File: config.mk
export PLATFORM = sky130hd
export DESIGN_NAME = regfile_wb_arbiter
export DESIGN_NICKNAME = d
export VERILOG_FILES = /design/src/rtl/regfile_wb_arbiter.sv
export SDC_FILE = /design/constraint.sdc
export NUM_CORES = 1
export LEC_CHECK = 0
export ABC_CLOCK_PERIOD_IN_PS = 3900
export CAP_MARGIN = 5
export CORE_ASPECT_RATIO = 1.2
export CORE_UTILIZATION = 50
export CTS_CLUSTER_DIAMETER = 100
export DETAILED_ROUTE_END_ITERATION = 10
export DONT_BUFFER_PORTS = 1
export GPL_TIMING_DRIVEN = 1
export PLACE_DENSITY_LB_ADDON = 0.08
export SLEW_MARGIN = 20
export SYNTH_ARGS = -nofsm -noshare
export SYNTH_HDL_FRONTEND = slang
export SYNTH_SLANG_ARGS = --single-unit
File: constraint.sdc
create_clock -name clk -period 3.9 [get_ports clk]
set_input_delay 0.39 -clock clk [delete_from_list [all_inputs] [get_ports clk]]
set_output_delay 0.39 -clock clk [all_outputs]
set_load 0.01 [all_outputs]
File: src/rtl/regfile_wb_arbiter.sv
// Write-back arbiter + RAW/WAW scoreboard in front of the 32x32 register file.
// Define WB_FIXED_PRIO_EN for fixed priority (req1 wins); default is round-robin.
module regfile_wb_arbiter #(
  parameter int XLEN = 32
) (
  input  logic            clk,
  input  logic            rst_n,
  input  logic            req0_valid,
  input  logic [4:0]      req0_rd,
  input  logic [XLEN-1:0] req0_data,
  output logic            req0_ready,
  input  logic            req1_valid,
  input  logic [4:0]      req1_rd,
  input  logic [XLEN-1:0] req1_data,
  output logic            req1_ready,
  input  logic            issue_valid,
  input  logic [4:0]      issue_rs1,
  input  logic [4:0]      issue_rs2,
  input  logic [4:0]      issue_rd,
  output logic            issue_stall,
  output logic            RegWrite,
  output logic [4:0]      rd,
  output logic [XLEN-1:0] rd_data
);

  logic            gnt0, gnt1, acc;
  logic [4:0]      acc_rd;
  logic [XLEN-1:0] acc_data;
  logic            regwrite_q, regwrite_d;
  logic [4:0]      rd_q, rd_d;
  logic [XLEN-1:0] rd_data_q, rd_data_d;
  logic [31:0]     busy_q, busy_d;
  logic            issue_take;

`ifdef WB_FIXED_PRIO_EN
  // Multi-cycle results always win so they are never starved.
  assign gnt1 = req1_valid;
  assign gnt0 = req0_valid & ~req1_valid;
`else
  // lg_q = last granted requester; on contention the other one wins.
  logic lg_q, lg_d;
  assign gnt0 = req0_valid & (~req1_valid | lg_q);
  assign gnt1 = req1_valid & (~req0_valid | ~lg_q);
  assign lg_d = gnt1 ? 1'b1 : (gnt0 ? 1'b0 : lg_q);

  always_ff @(posedge clk or negedge rst_n) begin
    if (!rst_n) lg_q <= 1'b1;
    else        lg_q <= lg_d;
  end
`endif

  assign req0_ready = gnt0;
  assign req1_ready = gnt1;
  assign acc        = gnt0 | gnt1;
  assign acc_rd     = gnt1 ? req1_rd   : req0_rd;
  assign acc_data   = gnt1 ? req1_data : req0_data;

  assign regwrite_d = acc & (acc_rd != 5'd0);
  assign rd_d       = acc ? acc_rd   : rd_q;
  assign rd_data_d  = acc ? acc_data : rd_data_q;

  assign issue_stall = issue_valid &
                       (((issue_rs1 != 5'd0) & busy_q[issue_rs1]) |
                        ((issue_rs2 != 5'd0) & busy_q[issue_rs2]) |
                        ((issue_rd  != 5'd0) & busy_q[issue_rd]));
  assign issue_take  = issue_valid & ~issue_stall & (issue_rd != 5'd0);

  // Clear first so a same-edge set of the same register wins.
  always_comb begin
    busy_d = busy_q;
    if (regwrite_q) busy_d[rd_q] = 1'b0;
    if (issue_take) busy_d[issue_rd] = 1'b1;
    busy_d[0] = 1'b0;
  end

  always_ff @(posedge clk or negedge rst_n) begin
    if (!rst_n) begin
      regwrite_q <= 1'b0;
      rd_q       <= 5'd0;
      rd_data_q  <= '0;
      busy_q     <= '0;
    end else begin
      regwrite_q <= regwrite_d;
      rd_q       <= rd_d;
      rd_data_q  <= rd_data_d;
      busy_q     <= busy_d;
    end
  end

  assign RegWrite = regwrite_q;
  assign rd       = rd_q;
  assign rd_data  = rd_data_q;

endmodule

# Yosys cells after proc, flatten, opt, wreduce, memory -nomap -nowiden
# Cells that the tools add are included.
# op_classes
div	0
bitwise_logic	21
n_mux	16
n_shift	0
n_mul	0
reduce_logical	7
n_addsub	0
n_lt_le_gt_ge	6
eq_ne	0
# ops
cell	count
32-bit two-way mux	3
32-bit AND	1
32-bit inverter	1
32-bit OR	1
5-bit by 6-bit less-than comparator with 1-bit output (second input constant)	4
5-bit nonzero test	4
1-bit binary-select mux with 5-bit select	3
1-bit demux with 5-bit select	2
5-bit by 1-bit greater-or-equal comparator with 1-bit output (second input constant)	2
1-bit AND	9
1-bit two-way mux	7
5-bit two-way mux	1
1-bit OR	5
1-bit inverter	4
1-bit logical AND	2
2-bit nonzero test	1
# totals
output_inout_bits	41
latchBits	0
inputBits	94
mem_count	0
mem_bits_rw	0
rom_bits	0
ff_bits	70

# Depth between registers and ports, before layout
# Gate-level depths: netlist of the first run.
# logic_depth
depth_word	10
mapped_depth	8
ltp_nobuf	6

# Worst setup path before layout of the first run
# Ideal clock, no wire load.
# synth_path
path_type	input to output
start	in issue_rs2[2]
end	out issue_stall
n_path_buf	1
slack_ps	1519
arrival_time_ps	1991
stages	7
cell_sequence	buf_6 > mux2_1 > a221oi_1 > a2111oi_0 > nor4_4 > nand4_4 > and2_1
# synth_via
elab_chain_cells	6
# synth_rtl
item	line	source
start, declared	18	input logic [4:0] issue_rs2,
1-bit binary-select mux with 5-bit select	64	((issue_rs2 != 5'd0) & busy_q[issue_rs2]) |
1-bit two-way mux (not written as such)	64	
1-bit AND (*)	64	
1-bit OR (*)	63	(((issue_rs1 != 5'd0) & busy_q[issue_rs1]) |
1-bit OR (*)	64	
1-bit AND (*)	62	assign issue_stall = issue_valid &
end, declared	20	output logic issue_stall,
# Every way passes the cells marked *; elsewhere a longest branch is shown, timed or not. The select of a mux whose other input is x is not followed.

# Worst setup path after layout of the first run
# layout_path
start	reg busy_q[5]
end	out issue_stall
# layout_via
elab_chain_cells	6
# layout_rtl
item	line	source
start, declared	32	logic [31:0] busy_q, busy_d;
start signal, assigned	86	busy_q <= busy_d;
1-bit binary-select mux with 5-bit select (on tied branches)	63, 64	
1-bit two-way mux (on tied branches)	63, 64	
1-bit AND (on tied branches)	63, 64	
1-bit OR	63	
1-bit OR (*)	64	
1-bit AND (*)	62	
# Marks and branches as above.

==> flow_metrics.env, run 1 <==
export IMPL_clock_sinks=70
export IMPL_crit_type="register to primary output"
export IMPL_htree_levels=3
export IMPL_netlist_area_mm2=0.00401
export IMPL_grt_usage_pct=26.6
export IMPL_finalWeightedCongestion=0.883
export IMPL_antenna_found_initial=0
export IMPL_syn_area_per_cell_um2=9.53
export IMPL_n_fill_cell=726
export IMPL_arrival_ps=2680
export IMPL_cts_hold_buf=2
export IMPL_core_mm2=0.00771
export IMPL_grt_ovfl_total=0
export IMPL_slew_violations=0
export IMPL_wl_per_cell_um=21.1
export IMPL_required_ps=3510
export IMPL_dp_cells=486
export IMPL_synthArstFlopShare_pct=100
export IMPL_fin_setup_tns_ps=0
export IMPL_grt_max_degree=71
export IMPL_postCtsSetupRepairBufs=0
export IMPL_min_period_ps=3070
export IMPL_leakagePower_nw=1.61
export IMPL_ios=135
export IMPL_ys_seq_elements=70
export IMPL_synth_most_common_cell="nor2_1"
export IMPL_yosys_area_top_type="dfrtp_1"
export IMPL_p_int_mw=1.50
export IMPL_clock_latency_ps=350
export IMPL_grt_pass1_wl_mm=17.2
export IMPL_powerDensity_mw_per_mm2=557
export IMPL_grt_pass1_vias=3250
export IMPL_start_util_pct=52.1
export IMPL_path_max_fanout=27
export IMPL_drive_above_1_share_pct=12.1
export IMPL_comb_power_share_pct=27.9
export IMPL_ys_types=47
export IMPL_antennaDiodeCount=0
export IMPL_tightest_slew_ps=816
export IMPL_rows=35
export IMPL_startpoint_type="register"
export IMPL_yosys_top_cells_count="77 x nor2_1, 69 x dfrtp_1, 40 x o22ai_1"
export IMPL_root_buffer="clkbuf_8"
export IMPL_rsz0062_at_grt="false"
export IMPL_cts_buffers_inserted=9
export IMPL_synth_top_cell_area_share_pct=43.0
export IMPL_die_y_um=100
export IMPL_synth_nets=515
export IMPL_ant_nets=0
export IMPL_status="finished clean"
export IMPL_p_clk_share_pct=21.5
export IMPL_relSlewSlack_pct=44.2
export IMPL_firstDrtPassIters=5
export IMPL_fmax_mhz=326
export IMPL_fin_crit_sh_pct=78.6
export IMPL_fin_cells=504
export IMPL_clkTransAtPathRegs_ps=80
export IMPL_multi_input_area_mm2=0.00209
export IMPL_setup_violations=0
export IMPL_synthFlopType="dfrtp_1"
export IMPL_ir_drop_mv=0.274
export IMPL_fin_worst_skew_ps=7.34
export IMPL_port_buffers=0
export IMPL_hp_class="primary input to register"
export IMPL_yosysSeqAreaShare_pct=43.7
export IMPL_seqCellArea_mm2=0.00175
export IMPL_yosysWarnings=0
export IMPL_hold_violations=0
export IMPL_synthTopCellsByArea="dfrtp_1 43%, mux4_2 7.3%, nor2_1 7.2%, o22ai_1 6.2%, o21ai_0 4.4%"
export IMPL_dpl_worst_slack_ps=1220
export IMPL_drc=0
export IMPL_synth_edf_count=0
export IMPL_fp_dieArea_mm2=0.00839
export IMPL_vias=3344
export IMPL_maxCapViolations=0
export IMPL_design_final_nets=501
export IMPL_setup_ws_ps=833
export IMPL_die_w_um=83.8
export IMPL_hpwl_mm=7.57
export IMPL_cts_tree="done"
export IMPL_p_sw_uw=845
export IMPL_swShare_pct=36.0
export IMPL_viasPerCell=6.63
export IMPL_cp_end_kind="primary output"
export IMPL_syn_to_final_growth_pct=4.83
export IMPL_cts_buffer_depth=2
export IMPL_seqPwrFrac_pct=50.6
export IMPL_routed_wl_mm=10.6
export IMPL_drt_iter0_drc=323
export IMPL_postSynthCellCount=421
export IMPL_postCtsResizedCells=0
## cell families after synthesis
kind of cell / after synthesis / synth area share [%]
AOI/OAI and AO/OA: 123 / 18.9
and+or+nand+nor: 152 / 19.2
DFF: 70 / 43.7
buffers and inverters: 38 / 4.30
muxes: 38 / 13.9
## power by group through the flow
stage	Combinational (mW)	Clock, mW	Sequential (mW)
2_1_floorplan	0.574	0	1.10
6_report	0.655	0.504	1.19
5_1_grt	0.736	0.553	1.22
3_5_place_dp	0.634	0	1.19
3_3_place_gp	0.627	0	1.18
4_1_cts	0.656	0.515	1.18
## worst max-delay path, stage by stage, from the launching register on
cell and delay, ps:
dfrtp_1 410, mux2_1 300, a221oi_1 290, a2111oi_0 150
nor4_4 400, nand4_4 420, and2_1 360
## cells in the final DEF (no fill, tap or decap), types with 2 or more instances in the layout
cell type	n
and3_1	2
a21oi_1	3
dfrtp_1	69
o21ai_1	18
clkbuf_8	9
a221oi_1	2
a31oi_1	2
nor3b_1	6
nand3_1	8
nor2b_1	6
inv_1	9
nor3_1	2
o21ai_0	35
mux2_1	6
or3_1	2
mux2_2	6
mux2i_1	13
nor4_4	2
o31ai_1	10
a2111oi_0	3
nand2_1	23
nand3b_1	8
clkinv_2	5
a22oi_1	2
or3b_2	3
nor2_1	77
buf_4	2
o31ai_2	3
nand2b_1	2
o22ai_1	40
or4_1	2
or2_2	2
and3b_1	2
mux4_2	13
## state kept, by name (all words and copies together), names as in the netlist
register	cells
rd_data	32
lg_q	1
RegWrite	1
busy_q	31
rd	5
## stage by stage
stage / utilization (%) / hold slack, ps / cell area (um2) / power (mW)
6_report: 54.6 / 109 / 4210 / 2.35
3_5_place_dp: 51.9 / 95.8 / 4000 / 1.83
3_3_place_gp: 51.9 / 95.5 / 4000 / 1.81
2_1_floorplan: - / 94.4 / 4010 / 1.67
4_1_cts: 54.6 / 99.5 / 4210 / 2.35
5_1_grt: 54.6 / 101 / 4210 / 2.51
## layout make-up
cell class | count | area share, %
Clock buffer | 9 | 2.94
Multi-Input combinational cell | 313 | 49.6
Timing Repair Buffer | 4 | 1.25
Inverter | 9 | 0.803
Tap cell | 92 | 2.74
Clock inverter | 7 | 0.982
Sequential cell | 70 | 41.7
## final timing paths
kind | from | endpoint | slack [ps] | depth (start not counted)
max in group asynchronous | rst_n | lg_q | 3010 | 2
min in group asynchronous | rst_n | rd[2] | 570 | 2
min reg2reg | lg_q | lg_q | 570 | 2
max | busy_q[5] | issue_stall | 830 | 6
max reg2reg | busy_q[5] | busy_q[28] | 1440 | 6
min | req0_valid | lg_q | 110 | 1
## metal layers
metal | track usage [%] | vias to the layer above | wire (um)
li1 | - | 1521 | -
met1 | 34.0 | 1600 | 4190
met2 | 43.3 | 202 | 5180
met3 | 7.73 | 21 | 1020
met4 | 9.52 | 0 | 223
met5 | 0 | - | 0
No activity file was read; power rests on OpenSTA's default activity.
==> run 2: changes to the inputs <==
- ABC_CLOCK_PERIOD_IN_PS: 3900 -> 3050
- clock period: 3.9 -> 3.05 ns (I/O delays scaled with it)
==> run 2 against run 1 <==
Setup slack got worse by 390 ps. Die area did not move. Clock power rose by 36%. Via count fell by 0.87%. Global-route usage rose by 0.32 points. Cell count rose by 1.2%. Sequential share of layout area fell by 0.50 points. Sequential power rose by 26%. Largest cell class unchanged. Largest power group unchanged. Highest routed layer unchanged.
==> flow_metrics.env, run 2 (synthesis gave the netlist of run 1 again) <==
export IMPL_htree_levels=3
export IMPL_grt_ovfl_total=0
export IMPL_fp_dieArea_mm2=0.00839
export IMPL_grt_pass1_wl_mm=17.3
export IMPL_required_ps=2740
export IMPL_drc=0
export IMPL_start_util_pct=52.1
export IMPL_reg2reg_from="busy_q[17]"
export IMPL_post_route_util_pct=55.2
export IMPL_tightest_slew_ps=750
export IMPL_arrival_ps=2300
export IMPL_core_mm2=0.00771
export IMPL_antennaDiodeCount=0
export IMPL_leakagePower_nw=1.63
export IMPL_ios=135
export IMPL_setup_violations=0
export IMPL_r2r_slack_ps=660
export IMPL_routed_wl_mm=10.7
export IMPL_viasPerCell=6.50
export IMPL_grt_usage_pct=26.9
export IMPL_antenna_found_initial=0
export IMPL_die_w_um=83.8
export IMPL_power_mw=3.06
export IMPL_final_common_cell="nor2_1"
export IMPL_root_buffer="clkbuf_8"
export IMPL_drive_above_1_share_pct=13.4
export IMPL_slew_violations=0
export IMPL_multi_input_area_mm2=0.00209
export IMPL_port_buffers=0
export IMPL_clock_sinks=70
export IMPL_maxCapViolations=0
export IMPL_hold_depth=1
export IMPL_r2r_cells=7
export IMPL_cts_buffers_inserted=9
export IMPL_status="finished clean"
export IMPL_rsz0062_at_grt="false"
export IMPL_cts_buffer_depth=2
export IMPL_hold_start="req0_valid"
export IMPL_hp_class="primary input to register"
export IMPL_clock_latency_ps=350
export IMPL_vias=3315
export IMPL_fin_worst_skew_ps=14.3
export IMPL_fin_setup_tns_ps=0
export IMPL_path_max_fanout=6
export IMPL_die_y_um=100
export IMPL_finalWeightedCongestion=0.840
export IMPL_rows=35
export IMPL_fin_crit_sh_pct=85.6
export IMPL_syn_to_final_growth_pct=6.11
export IMPL_postCtsResizedCells=0
export IMPL_ir_drop_mv=0.364
export IMPL_grt_pass1_vias=3289
export IMPL_powerDensity_mw_per_mm2=719
export IMPL_final_cell_mix="77 x nor2_1, 69 x dfrtp_1, 40 x o22ai_1"
export IMPL_drt_iter0_drc=282
export IMPL_largest_reg_flops=32
export IMPL_wl_per_cell_um=21.0
export IMPL_hold_violations=0
export IMPL_worstHoldEndpoint="lg_q"
export IMPL_crit_type="register to primary output"
export IMPL_fmax_mhz=383
export IMPL_min_period_ps=2610
export IMPL_cp_end_kind="primary output"
export IMPL_cts_tree="done"
export IMPL_firstDrtPassIters=4
export IMPL_relSlewSlack_pct=48.7
export IMPL_design_final_nets=507
export IMPL_grt_max_degree=71
export IMPL_seqCellArea_mm2=0.00175
export IMPL_rr_endpoint="busy_q[20]"
export IMPL_ant_nets=0
export IMPL_hpwl_mm=7.59
export IMPL_clkTransAtPathRegs_ps=80
export IMPL_startpoint_type="register"
export IMPL_n_fill_cell=714
-- run 2: what timing repair did --
item,in CTS,in global routing
setup buffers,0,4
hold endpoints to repair,70,0
setup endpoints to repair,0,1
hold buffers,2,0
-- run 2: layout make-up --
type	count	area share, %
Clock buffer	9	2.91
Clock inverter	7	1.12
Inverter	9	0.793
Multi-Input combinational cell	313	49.0
Sequential cell	70	41.2
Tap cell	92	2.70
Timing Repair Buffer	10	2.29
-- run 2: critical path, cell delays in order, from the launching register on --
cell      delay [ps]
dfrtp_1          410
mux4_2           450
o2111a_1         280
nor4_4           370
nand4_4          190
and2_1           240
-- run 2: how the worst max path moves through the flow --
stage / cells after the start / from / slack (ps) / to
global route: 7 / busy_q[8] / 190 / issue_stall
CTS: 6 / busy_q[5] / 210 / issue_stall
global placement: 5 / busy_q[19] / 640 / issue_stall
finish: 5 / busy_q[17] / 440 / issue_stall
detailed placement: 7 / busy_q[5] / 590 / busy_q[20]
floorplan: 7 / issue_rs2[2] / 840 / issue_stall
-- run 2: through the flow --
| step | hold WS (ps) | area [um2] | worst slack, ps | std cells |
|---|---|---|---|---|
| 6_report | 38.3 | 4260 | 440 | 510 |
| 5_1_grt | 30.6 | 4260 | 194 | 510 |
| 4_1_cts | 29.4 | 4230 | 205 | 506 |
| 3_5_place_dp | 10.3 | 4020 | 586 | 488 |
| 3_3_place_gp | 10.5 | 4020 | 637 | 488 |
| 2_1_floorplan | 9.41 | 4010 | 839 | 421 |
-- run 2: metal layers --
| metal | vias to the layer above | GRT usage, % | routed length (um) | share of wire [%] |
|---|---|---|---|---|
| met5 | - | 0 | 0 | 0 |
| met4 | 0 | 13.0 | 296 | 2.8 |
| met3 | 25 | 6.83 | 918 | 8.6 |
| met2 | 161 | 44.0 | 5190 | 48 |
| met1 | 1591 | 33.6 | 4320 | 40 |
| li1 | 1538 | - | - | - |
-- run 2: power by group --
| group | switching [mW] | internal (mW) |
|---|---|---|
| clock network | 0.386 | 0.296 |
| logic | 0.418 | 0.461 |
| registers | 0.302 | 1.20 |
| total | 1.11 | 1.96 |
==> run 3: changes to the inputs <==
--- a/config.mk
+++ b/config.mk
@@ -7,4 +7,5 @@
 export LEC_CHECK = 0
 export ABC_CLOCK_PERIOD_IN_PS = 3050
+export BUFFER_PORTS_ARGS = -buffer_cell sky130_fd_sc_hd__buf_2
 export CAP_MARGIN = 5
 export CORE_ASPECT_RATIO = 1.2
@@ -12,5 +13,4 @@
 export CTS_CLUSTER_DIAMETER = 100
 export DETAILED_ROUTE_END_ITERATION = 10
-export DONT_BUFFER_PORTS = 1
 export GPL_TIMING_DRIVEN = 1
 export PLACE_DENSITY_LB_ADDON = 0.08
==> constraint.sdc (replaced) <==
create_clock -name clk -period 3.05 [get_ports clk]
set_input_delay 0.1525 -clock clk [delete_from_list [all_inputs] [get_ports clk]]
set_output_delay 0.1525 -clock clk [all_outputs]
set_load 0.01 [all_outputs]
==> run 3 against run 2 <==
Non-clock buffer count up 128. Sequential power about the same. Critical path depth up 2. Combinational power up 17%. Utilization up 7.9 points. Hold slack better by 1.9 ps. Fmax down 7.5%. Die area unchanged. Sequential share of layout area down 5.2 points. Flip-flop and latch count unchanged.
==> flow_metrics.env, run 3 (synthesis gave the netlist of run 1 again) <==
export IMPL_status="finished clean"
export IMPL_crit_type="register to primary output"
export IMPL_clkTransAtPathRegs_ps=70
export IMPL_ios=135
export IMPL_fp_dieArea_mm2=0.00839
export IMPL_rows=35
export IMPL_antenna_found_initial=0
export IMPL_cp_end_kind="primary output"
export IMPL_path_max_fanout=17
export IMPL_clock_latency_ps=350
export IMPL_relSlewSlack_pct=30.7
export IMPL_setup_violations=0
export IMPL_leakagePower_nw=2.11
export IMPL_grt_ovfl_total=0
export IMPL_path_buf_inv=1
export IMPL_design_final_nets=635
export IMPL_core_mm2=0.00771
export IMPL_die_w_um=83.8
export IMPL_crit_chain="mux2_1 -> a221oi_1 -> a2111oi_0 -> nor4_4 -> nand4_4 -> and2_1 -> buf_2"
export IMPL_hp_class="primary input to register"
export IMPL_grt_pass1_wl_mm=18.1
export IMPL_ant_nets=0
export IMPL_cts_buffers_inserted=9
export IMPL_required_ps=2900
export IMPL_final_cell_mix="134 x buf_2, 77 x nor2_1, 69 x dfrtp_1"
export IMPL_fin_setup_tns_ps=0
export IMPL_drive_above_1_share_pct=33.4
export IMPL_ir_drop_mv=0.381
export IMPL_fmax_mhz=354
export IMPL_rsz0062_at_grt="false"
export IMPL_arrival_ps=2670
export IMPL_maxCapViolations=0
export IMPL_hold_violations=0
export IMPL_cts_tree="done"
export IMPL_cts_buffer_depth=2
export IMPL_htree_levels=3
export IMPL_antennaDiodeCount=0
export IMPL_final_common_cell="buf_2"
export IMPL_grt_usage_pct=27.7
export IMPL_hpwl_mm=8.13
export IMPL_startpoint_type="register"
export IMPL_finalWeightedCongestion=0.868
export IMPL_vias=3838
export IMPL_worst_path_largest_cell_delay_ps=410
export IMPL_slew_violations=0
export IMPL_fin_worst_skew_ps=8.85
export IMPL_fin_crit_sh_pct=92.5
export IMPL_drc=0
export IMPL_viasPerCell=6.03
export IMPL_slowest_stage="dfrtp_1"
export IMPL_firstDrtPassIters=6
export IMPL_powerDensity_mw_per_mm2=656
export IMPL_tightest_slew_ps=1040
export IMPL_die_y_um=100
export IMPL_start_util_pct=52.1
export IMPL_n_fill_cell=677
export IMPL_grt_max_degree=52
export IMPL_grt_pass1_vias=3653
export IMPL_power_mw=3.19
export IMPL_syn_to_final_growth_pct=21.3
export IMPL_largest_reg_flops=32
export IMPL_drt_iter0_drc=274
export IMPL_holdWs_ps=40.1
export IMPL_postCtsSetupRepairBufs=0
export IMPL_min_period_ps=2820
export IMPL_routed_wl_mm=11.1
export IMPL_critical_path_top_delay_family="simple AND/OR/NAND/NOR gates"
export IMPL_clock_sinks=70
export IMPL_wl_per_cell_um=17.5
export IMPL_port_buffers=134
export IMPL_root_buffer="clkbuf_8"
run 3: cell types whose count changed in the layout (fill, tap and decap cells not counted):
cell / before / now
buf_4: 8 / 3
buf_16: 1 / 0
clkinv_2: 3 / 1
clkbuf_8: 9 / 11
buf_2: 0 / 134
clkbuf_1: 0 / 1
inv_6: 2 / 0
run 3: cell type report:
cell class / instances / area (um2) / share of cell area (%)
repair buffers: 138 / 703 / 14.4
inverters: 9 / 33.8 / 0.694
well taps: 92 / 115 / 2.37
multi-input cells: 313 / 2090 / 42.9
clock inverters: 3 / 20.0 / 0.411
clock buffers: 12 / 155 / 3.19
flip-flops and latches: 70 / 1750 / 36.0
run 3: metal layers:
layer | global-route usage, % | vias to the layer above | wire (um)
met2 | 47.5 | 185 | 5500
li1 | - | 1795 | -
met5 | 0 | - | 0
met1 | 34.2 | 1837 | 4570
met4 | 9.91 | 0 | 253
met3 | 6.66 | 21 | 804
run 3: where the power goes:
| group | internal, mW | switching [mW] |
|---|---|---|
| Clock | 0.334 | 0.338 |
| Combinational | 0.517 | 0.514 |
| Sequential | 1.20 | 0.295 |
| Total | 2.05 | 1.15 |
run 3: metrics by stage:
stage	worst slack (ps)	instances	instance area, um2	utilization (%)
detailed placement	532	621	4680	60.7
finish	227	637	4870	63.1
floorplan	998	421	4010	-
global route	51.4	637	4870	63.1
CTS	229	637	4870	63.1
global placement	576	621	4680	60.7
run 3: worst reg2reg max path, cell delays in order, from the launching register on:
cell	delay, ps
dfrtp_1	410
mux2_1	300
a221oi_1	290
a2111oi_0	150
nor4_4	410
nand4_4	340
buf_4	300
o21ai_1	140
run 3: timing repair:
action / CTS / global route
gates resized for setup: 0 / 0
hold buffers: 1 / 0
endpoints found under the setup margin: 0 / 0
endpoints found under the hold margin: 19 / 0
run 3: worst paths after layout:
check / startpoint / to / slack [ps] / cells past startpoint
setup reg to reg: busy_q[5] / busy_q[9] / 620 / 7
min in group asynchronous: rst_n / rd_data[22] / 280 / 2
hold / removal: req0_data[18] / rd_data[18] / 40 / 3
setup / recovery: busy_q[5] / issue_stall / 230 / 7
max in group asynchronous: rst_n / rd_data[3] / 1770 / 3
hold reg to reg: rd_data[6] / rd_data[6] / 510 / 2
